## src/rtl/ahb2apb_periph_bridge_if.sv

```systemverilog
// AHB-lite responder side plus APB3 requester side of the peripheral bridge.
// The slave modport is the bridge; the master modport is the AHB initiator plus APB peripherals.
interface ahb2apb_periph_bridge_if #(
    parameter int ADDR_W = 32,
    parameter int DATA_W = 32,
    parameter int NSLV   = 4
);
    logic              hsel;
    logic [ADDR_W-1:0] haddr;
    logic [1:0]        htrans;
    logic              hwrite;
    logic [2:0]        hsize;
    logic [DATA_W-1:0] hwdata;
    logic              hready;
    logic              hreadyout;
    logic              hresp;
    logic [DATA_W-1:0] hrdata;
    logic [ADDR_W-1:0] paddr;
    logic [NSLV-1:0]   psel;
    logic              penable;
    logic              pwrite;
    logic [DATA_W-1:0] pwdata;
    logic [DATA_W-1:0] prdata;
    logic              pready;
    logic              pslverr;

    modport slave (
        input  hsel, haddr, htrans, hwrite, hsize, hwdata, hready,
        output hreadyout, hresp, hrdata,
        output paddr, psel, penable, pwrite, pwdata,
        input  prdata, pready, pslverr
    );

    modport master (
        output hsel, haddr, htrans, hwrite, hsize, hwdata, hready,
        input  hreadyout, hresp, hrdata,
        input  paddr, psel, penable, pwrite, pwdata,
        output prdata, pready, pslverr
    );
endinterface

```

## src/rtl/ahb2apb_periph_bridge.sv

```systemverilog
// AHB-lite to APB3 bridge: one outstanding transfer, all outputs registered.
// Define AHB2APB_TIMEOUT_EN to force an error when ACCESS stalls for TIMEOUT cycles.
module ahb2apb_periph_bridge #(
    parameter int ADDR_W      = 32,
    parameter int DATA_W      = 32,
    parameter int NSLV        = 4,
    parameter int SLV_SEL_LSB = 12,
    parameter int TIMEOUT     = 255
) (
    input  logic                    hclk,
    input  logic                    hreset,
    ahb2apb_periph_bridge_if.slave  bus
);
    localparam int IDX_W = $clog2(NSLV);

    typedef enum logic [2:0] {
        S_IDLE, S_WDATA, S_SETUP, S_ACCESS, S_ERR1, S_ERR2
    } state_t;

    state_t            r_state, w_state_next;
    logic              r_hreadyout, w_hreadyout_next;
    logic              r_hresp, w_hresp_next;
    logic [DATA_W-1:0] r_hrdata, w_hrdata_next;
    logic [ADDR_W-1:0] r_paddr, w_paddr_next;
    logic [NSLV-1:0]   r_psel, w_psel_next;
    logic              r_penable, w_penable_next;
    logic              r_pwrite, w_pwrite_next;
    logic [DATA_W-1:0] r_pwdata, w_pwdata_next;
    logic [IDX_W-1:0]  r_idx, w_idx_next;
    logic              w_accept;
    logic              w_illegal;
    logic              w_tmo_hit;
    logic              w_unused_ok;

    assign w_unused_ok = bus.htrans[0];

    // Only IDLE and ERR2 drive hreadyout high, so only they may see a new address phase.
    assign w_accept  = bus.hsel & bus.hready & bus.htrans[1] &
                       ((r_state == S_IDLE) | (r_state == S_ERR2));
    assign w_illegal = (bus.hsize > 3'd2) |
                       ((bus.hsize == 3'd1) & bus.haddr[0]) |
                       ((bus.hsize == 3'd2) & (bus.haddr[1:0] != 2'b00));

`ifdef AHB2APB_TIMEOUT_EN
    localparam int CNT_W = ($clog2(TIMEOUT + 1) > 8) ? $clog2(TIMEOUT + 1) : 8;
    logic [CNT_W-1:0] r_tmo_cnt;

    always_ff @(posedge hclk or posedge hreset) begin
        if (hreset) begin
            r_tmo_cnt <= '0;
        end else if (r_state == S_SETUP) begin
            r_tmo_cnt <= '0;
        end else if ((r_state == S_ACCESS) && !bus.pready) begin
            r_tmo_cnt <= r_tmo_cnt + 1'b1;
        end
    end

    // This stalled cycle is the one that brings the count up to TIMEOUT.
    assign w_tmo_hit = !bus.pready && (r_tmo_cnt == CNT_W'(TIMEOUT - 1));
`else
    assign w_tmo_hit = 1'b0;
`endif

    always_comb begin
        w_state_next  = r_state;
        w_hrdata_next = r_hrdata;
        w_paddr_next  = r_paddr;
        w_pwrite_next = r_pwrite;
        w_pwdata_next = r_pwdata;
        w_idx_next    = r_idx;
        case (r_state)
            S_IDLE, S_ERR2: begin
                w_state_next = S_IDLE;
                if (w_accept) begin
                    w_paddr_next  = bus.haddr;
                    w_pwrite_next = bus.hwrite;
                    w_idx_next    = bus.haddr[SLV_SEL_LSB +: IDX_W];
                    if (w_illegal)       w_state_next = S_ERR1;
                    else if (bus.hwrite) w_state_next = S_WDATA;
                    else                 w_state_next = S_SETUP;
                end
            end
            S_WDATA: begin
                w_pwdata_next = bus.hwdata;
                w_state_next  = S_SETUP;
            end
            S_SETUP: w_state_next = S_ACCESS;
            S_ACCESS: begin
                if (bus.pready) begin
                    if (bus.pslverr) begin
                        w_state_next = S_ERR1;
                    end else begin
                        w_state_next = S_IDLE;
                        if (!r_pwrite) w_hrdata_next = bus.prdata;
                    end
                end else if (w_tmo_hit) begin
                    w_state_next = S_ERR1;
                end
            end
            S_ERR1:  w_state_next = S_ERR2;
            default: w_state_next = S_IDLE;
        endcase

        // Outputs are decoded from the next state so they leave the flops aligned with it.
        w_hreadyout_next = (w_state_next == S_IDLE) || (w_state_next == S_ERR2);
        w_hresp_next     = (w_state_next == S_ERR1) || (w_state_next == S_ERR2);
        w_penable_next   = (w_state_next == S_ACCESS);
        w_psel_next      = '0;
        if ((w_state_next == S_SETUP) || (w_state_next == S_ACCESS))
            w_psel_next = NSLV'(1) << w_idx_next;
    end

    always_ff @(posedge hclk or posedge hreset) begin
        if (hreset) begin
            r_state     <= S_IDLE;
            r_hreadyout <= 1'b1;
            r_hresp     <= 1'b0;
            r_hrdata    <= '0;
            r_paddr     <= '0;
            r_psel      <= '0;
            r_penable   <= 1'b0;
            r_pwrite    <= 1'b0;
            r_pwdata    <= '0;
            r_idx       <= '0;
        end else begin
            r_state     <= w_state_next;
            r_hreadyout <= w_hreadyout_next;
            r_hresp     <= w_hresp_next;
            r_hrdata    <= w_hrdata_next;
            r_paddr     <= w_paddr_next;
            r_psel      <= w_psel_next;
            r_penable   <= w_penable_next;
            r_pwrite    <= w_pwrite_next;
            r_pwdata    <= w_pwdata_next;
            r_idx       <= w_idx_next;
        end
    end

    assign bus.hreadyout = r_hreadyout;
    assign bus.hresp     = r_hresp;
    assign bus.hrdata    = r_hrdata;
    assign bus.paddr     = r_paddr;
    assign bus.psel      = r_psel;
    assign bus.penable   = r_penable;
    assign bus.pwrite    = r_pwrite;
    assign bus.pwdata    = r_pwdata;
endmodule

```

## src/flat_wrapper.sv

```systemverilog
// flat-port wrapper written by rule: the top's interface ports become plain ports
module ahb2apb_periph_bridge_flat 
#(
    parameter int ADDR_W      = 32,
    parameter int DATA_W      = 32,
    parameter int NSLV        = 4,
    parameter int SLV_SEL_LSB = 12,
    parameter int TIMEOUT     = 255
)
  (hclk, hreset, bus_hsel, bus_haddr, bus_htrans, bus_hwrite, bus_hsize, bus_hwdata, bus_hready, bus_hreadyout, bus_hresp, bus_hrdata, bus_paddr, bus_psel, bus_penable, bus_pwrite, bus_pwdata, bus_prdata, bus_pready, bus_pslverr);
  ahb2apb_periph_bridge_if #(.ADDR_W(ADDR_W), .DATA_W(DATA_W), .NSLV(NSLV)) bus_i ();
  input  logic hclk;
  input  logic hreset;
  input wire logic [$bits(bus_i.hsel)-1:0] bus_hsel;
  input wire logic [$bits(bus_i.haddr)-1:0] bus_haddr;
  input wire logic [$bits(bus_i.htrans)-1:0] bus_htrans;
  input wire logic [$bits(bus_i.hwrite)-1:0] bus_hwrite;
  input wire logic [$bits(bus_i.hsize)-1:0] bus_hsize;
  input wire logic [$bits(bus_i.hwdata)-1:0] bus_hwdata;
  input wire logic [$bits(bus_i.hready)-1:0] bus_hready;
  output wire logic [$bits(bus_i.hreadyout)-1:0] bus_hreadyout;
  output wire logic [$bits(bus_i.hresp)-1:0] bus_hresp;
  output wire logic [$bits(bus_i.hrdata)-1:0] bus_hrdata;
  output wire logic [$bits(bus_i.paddr)-1:0] bus_paddr;
  output wire logic [$bits(bus_i.psel)-1:0] bus_psel;
  output wire logic [$bits(bus_i.penable)-1:0] bus_penable;
  output wire logic [$bits(bus_i.pwrite)-1:0] bus_pwrite;
  output wire logic [$bits(bus_i.pwdata)-1:0] bus_pwdata;
  input wire logic [$bits(bus_i.prdata)-1:0] bus_prdata;
  input wire logic [$bits(bus_i.pready)-1:0] bus_pready;
  input wire logic [$bits(bus_i.pslverr)-1:0] bus_pslverr;
  assign bus_i.hsel = bus_hsel;
  assign bus_i.haddr = bus_haddr;
  assign bus_i.htrans = bus_htrans;
  assign bus_i.hwrite = bus_hwrite;
  assign bus_i.hsize = bus_hsize;
  assign bus_i.hwdata = bus_hwdata;
  assign bus_i.hready = bus_hready;
  assign bus_hreadyout = bus_i.hreadyout;
  assign bus_hresp = bus_i.hresp;
  assign bus_hrdata = bus_i.hrdata;
  assign bus_paddr = bus_i.paddr;
  assign bus_psel = bus_i.psel;
  assign bus_penable = bus_i.penable;
  assign bus_pwrite = bus_i.pwrite;
  assign bus_pwdata = bus_i.pwdata;
  assign bus_i.prdata = bus_prdata;
  assign bus_i.pready = bus_pready;
  assign bus_i.pslverr = bus_pslverr;
  ahb2apb_periph_bridge #(.ADDR_W(ADDR_W), .DATA_W(DATA_W), .NSLV(NSLV), .SLV_SEL_LSB(SLV_SEL_LSB), .TIMEOUT(TIMEOUT)) u_core (.hclk(hclk), .hreset(hreset), .bus(bus_i));
endmodule
```

## config.mk

```make
export PLATFORM = sky130hd
export DESIGN_NAME = ahb2apb_periph_bridge_flat
export DESIGN_NICKNAME = d
export VERILOG_FILES = /design/src/rtl/ahb2apb_periph_bridge_if.sv /design/src/rtl/ahb2apb_periph_bridge.sv /design/src/flat_wrapper.sv
export SDC_FILE = /design/constraint.sdc
export NUM_CORES = 1
export LEC_CHECK = 0
export CAP_MARGIN = 5
export CORE_ASPECT_RATIO = 1.5
export CORE_MARGIN = 2
export CORE_UTILIZATION = 40
export DETAILED_ROUTE_END_ITERATION = 6
export PLACE_DENSITY_LB_ADDON = 0.05
export REMOVE_ABC_BUFFERS = 1
export SLEW_MARGIN = 20
export SYNTH_ARGS = -nofsm -noshare
export SYNTH_HDL_FRONTEND = slang
export SYNTH_SLANG_ARGS = --single-unit
```

## constraint.sdc

```tcl
create_clock -name hclk -period 3.7 [get_ports hclk]
set_input_delay 0.37 -clock hclk [delete_from_list [all_inputs] [get_ports hclk]]
set_output_delay 0.37 -clock hclk [all_outputs]
set_load 0.005 [all_outputs]
```

==> results.toml <==
[final_layout]
finalInstanceArea_mm2 = 0.006770
antenna_cells = 0
final_nets = 574
layout-drive-gt1-share = 0.2590
syn_to_final_growth_pct = 59.66
final_common_cell = "clkdlybuf4s50_1"
fillers = 823
layout_common_cells = "210 x clkdlybuf4s50_1, 108 x dfrtp_1, 67 x mux2_2, 30 x mux2_4, 9 x clkbuf_16"

[worst_setup_path]
cp_max_fo = 32
worstPathArrival_ns = 2.47
max_stage_delay_ns = 0.85
required_ns = 3.93
crit_path_end_kind = "flip-flop"
crit_type = "input port to flip-flop"
cpLargestDelayFamily = "simple AND/OR/NAND/NOR gates"
cp.buffers_inverters = 1
slowest_stage = "or3_2"
critPathLaunchType = "input port"
path_cells = "clkdlybuf4s50_1, nand3_2, nand2b_1, or3_2, mux2_4"

[detailed_routing]
ant_nets = 0
drc = 0
via_count = 2832
drt-initial-drc-count = 111
drt_pass1_iterations = 4
avgViaCountPerCell = 4.605
wl_per_cell_um = 15.62
wirelength_um = 9609

[floorplanning]
core_mm2 = 0.01048
die_area_mm2 = 0.01146
chipHeight_um = 130.1
start_util = 0.4048
die_w_um = 88.07
placementRows = 46
io_pins = 212

[yosys]
yosysUniqueCellTypes = 27
synthFlopType = "dfrtp_1"
synth-seq-cells = 109
synth_edf_count = 0
syn-mean-instance-area_um2 = 16.69
yosys.area_share.simple = 0.02951
ys_seq_area_frac = 0.6436
synth_top_family_by_area = "multiplexers"
muxShareOfSynthArea = 0.2889
syn_area_mm2 = 0.004240
synth.top_cell.area_share = 0.6374
synthCells = 254
synth_xor_area_frac = 0.002066
synth_compound_area_frac = 0.01239
async_reset_ff_frac = 1.000
synth_area_leaders = "dfrtp_1 64%, mux2_2 18%, mux2_4 11%"
yosys.area.top_type = "dfrtp_1"
yosys_warnings = 0
synthAdderAreaFrac = 0

[global_route]
use_met3 = 0.05566
grt_start_max_net_pins = 62
busiest_layer = "met2"
grtUsageMet1 = 0.1946
gr-total-overflow = 0
grt_usage = 0.1703
antenna_found_initial = 0
grt_pass1_vias = 3092
gr-usage-met2 = 0.2767
grt_pass1_wl_um = 14900

[timing]
setup_viol = 0
max_slew_margin = 0.3287
clock_skew_ns = 0.005272
setup_tns_ns = 0
rsz0062_at_grt = "no"
period_share = 0.6038
hold_viol = 0
slew_viol_final = 0
fin_crit_ns = 2.234
worst_slew_pin_slew_ns = 1.007
clock.fmax_mhz = 447.6

[clock_tree]
cts_resized = 0
clkTransAtPathRegs_ns = 0.07
numCtsBuffers = 9
cts_setup_buffers = 0
clk_latency_ns = 0.34
tritoncts = "yes"
root_buffer = "clkbuf_16"
hold_buffers = 0
cts_buffer_depth = 2
h-tree-depth = 3
clock-sinks = 109

[power]
powerDensity_mw_per_mm2 = 783.9
p_leak_nw = 2.924
peakVddDrop_uv = 408.6

[place]
portBuffers = 210
dpl.hpwl_um = 7143
gp_congestion = 0.7687
dpl_cell_area_mm2 = 0.006492

[run_status]
status = "complete, no violations"

[job]
maxCapViolations = 0

[hold_path]
min_path_type = "flip-flop to flip-flop"
metrics by stage:
step	setup WS [ns]	util	cells	total power, mW	hold slack, ns
CTS	1.469	0.6463	615	5.383	0.5098
finish	1.466	0.6463	615	5.307	0.5057
floorplan	0.2659	-	242	3.020	0.4889
detailed placement	1.094	0.6198	599	4.460	0.4910
global placement	1.107	0.6198	599	4.405	0.4873
global route	1.368	0.6463	615	5.642	0.5165
worst register-to-register path, stage by stage, from the launching register on:
cell      delay [ns]
dfrtp_1         0.47
nand3_2         0.13
nand2b_1        0.18
or3_2           0.85
mux2_4          0.47
worst paths after layout:
kind / start / end / slack [ns] / cells after the start
min in group asynchronous: hreset / u_core.bus.pwdata[17] / 0.52 / 2
max in group asynchronous: hreset / u_core.bus.hreadyout / 2.40 / 3
worst max register to register: u_core.r_state[1] / u_core.bus.hrdata[22] / 1.49 / 4
worst min register to register: u_core.bus.pwdata[10] / u_core.bus.pwdata[10] / 0.51 / 1
worst max-delay path: bus_pready / u_core.bus.hrdata[22] / 1.47 / 5
worst min-delay path: u_core.bus.pwdata[10] / u_core.bus.pwdata[10] / 0.51 / 1
where the power goes:
part | internal [mW] | total (mW) | switching (mW)
registers | 1.79 | 2.09 | 0.309
clock network | 0.477 | 0.898 | 0.421
logic | 1.66 | 2.31 | 0.653
sequential cells by signal, indices dropped and copies added (netlist names):
register	cells
u_core.bus.pwrite	1
u_core.bus.hresp	1
u_core.r_idx	2
u_core.bus.penable	1
u_core.bus.paddr	32
u_core.r_state	3
u_core.bus.hreadyout	1
u_core.bus.pwdata	32
u_core.bus.hrdata	32
u_core.bus.psel	4
cells in the mapped netlist, types with 2 or more instances:
library cell  count
a21oi_1           2
buf_2             8
buf_6             3
dfrtp_1         108
inv_1             5
mux2_2           67
mux2_4           30
mux2i_1           2
nand2b_1          2
nor2_1            3
nor3_1            3
nor3b_1           3
o21ai_0           2
o311ai_0          2
or3_1             2
logic make-up after synthesis:
group,Yosys count
mux,99
flops,109
xor+xnor,1
compound gates,8
buf+inv,17
simple gates,20
per-layer routing:
| layer | vias to the layer above | routed length [µm] |
|---|---|---|
| li1 | 1310 | - |
| met1 | 1356 | 3716 |
| met2 | 146 | 4577 |
| met3 | 20 | 997 |
| met4 | 0 | 318 |
| met5 | - | 0 |
final cells by class:
class	instances	area, µm²	area share
Timing Repair Buffer	213	2137	0.3157
Sequential cell	109	2729	0.4031
Tap cell	144	180.2	0.02661
Multi-Input combinational cell	128	1425	0.2105
Clock inverter	5	35.03	0.005175
Inverter	5	21.27	0.003142
Clock buffer	11	242.7	0.03585
No activity file was read; power rests on OpenSTA's default activity.
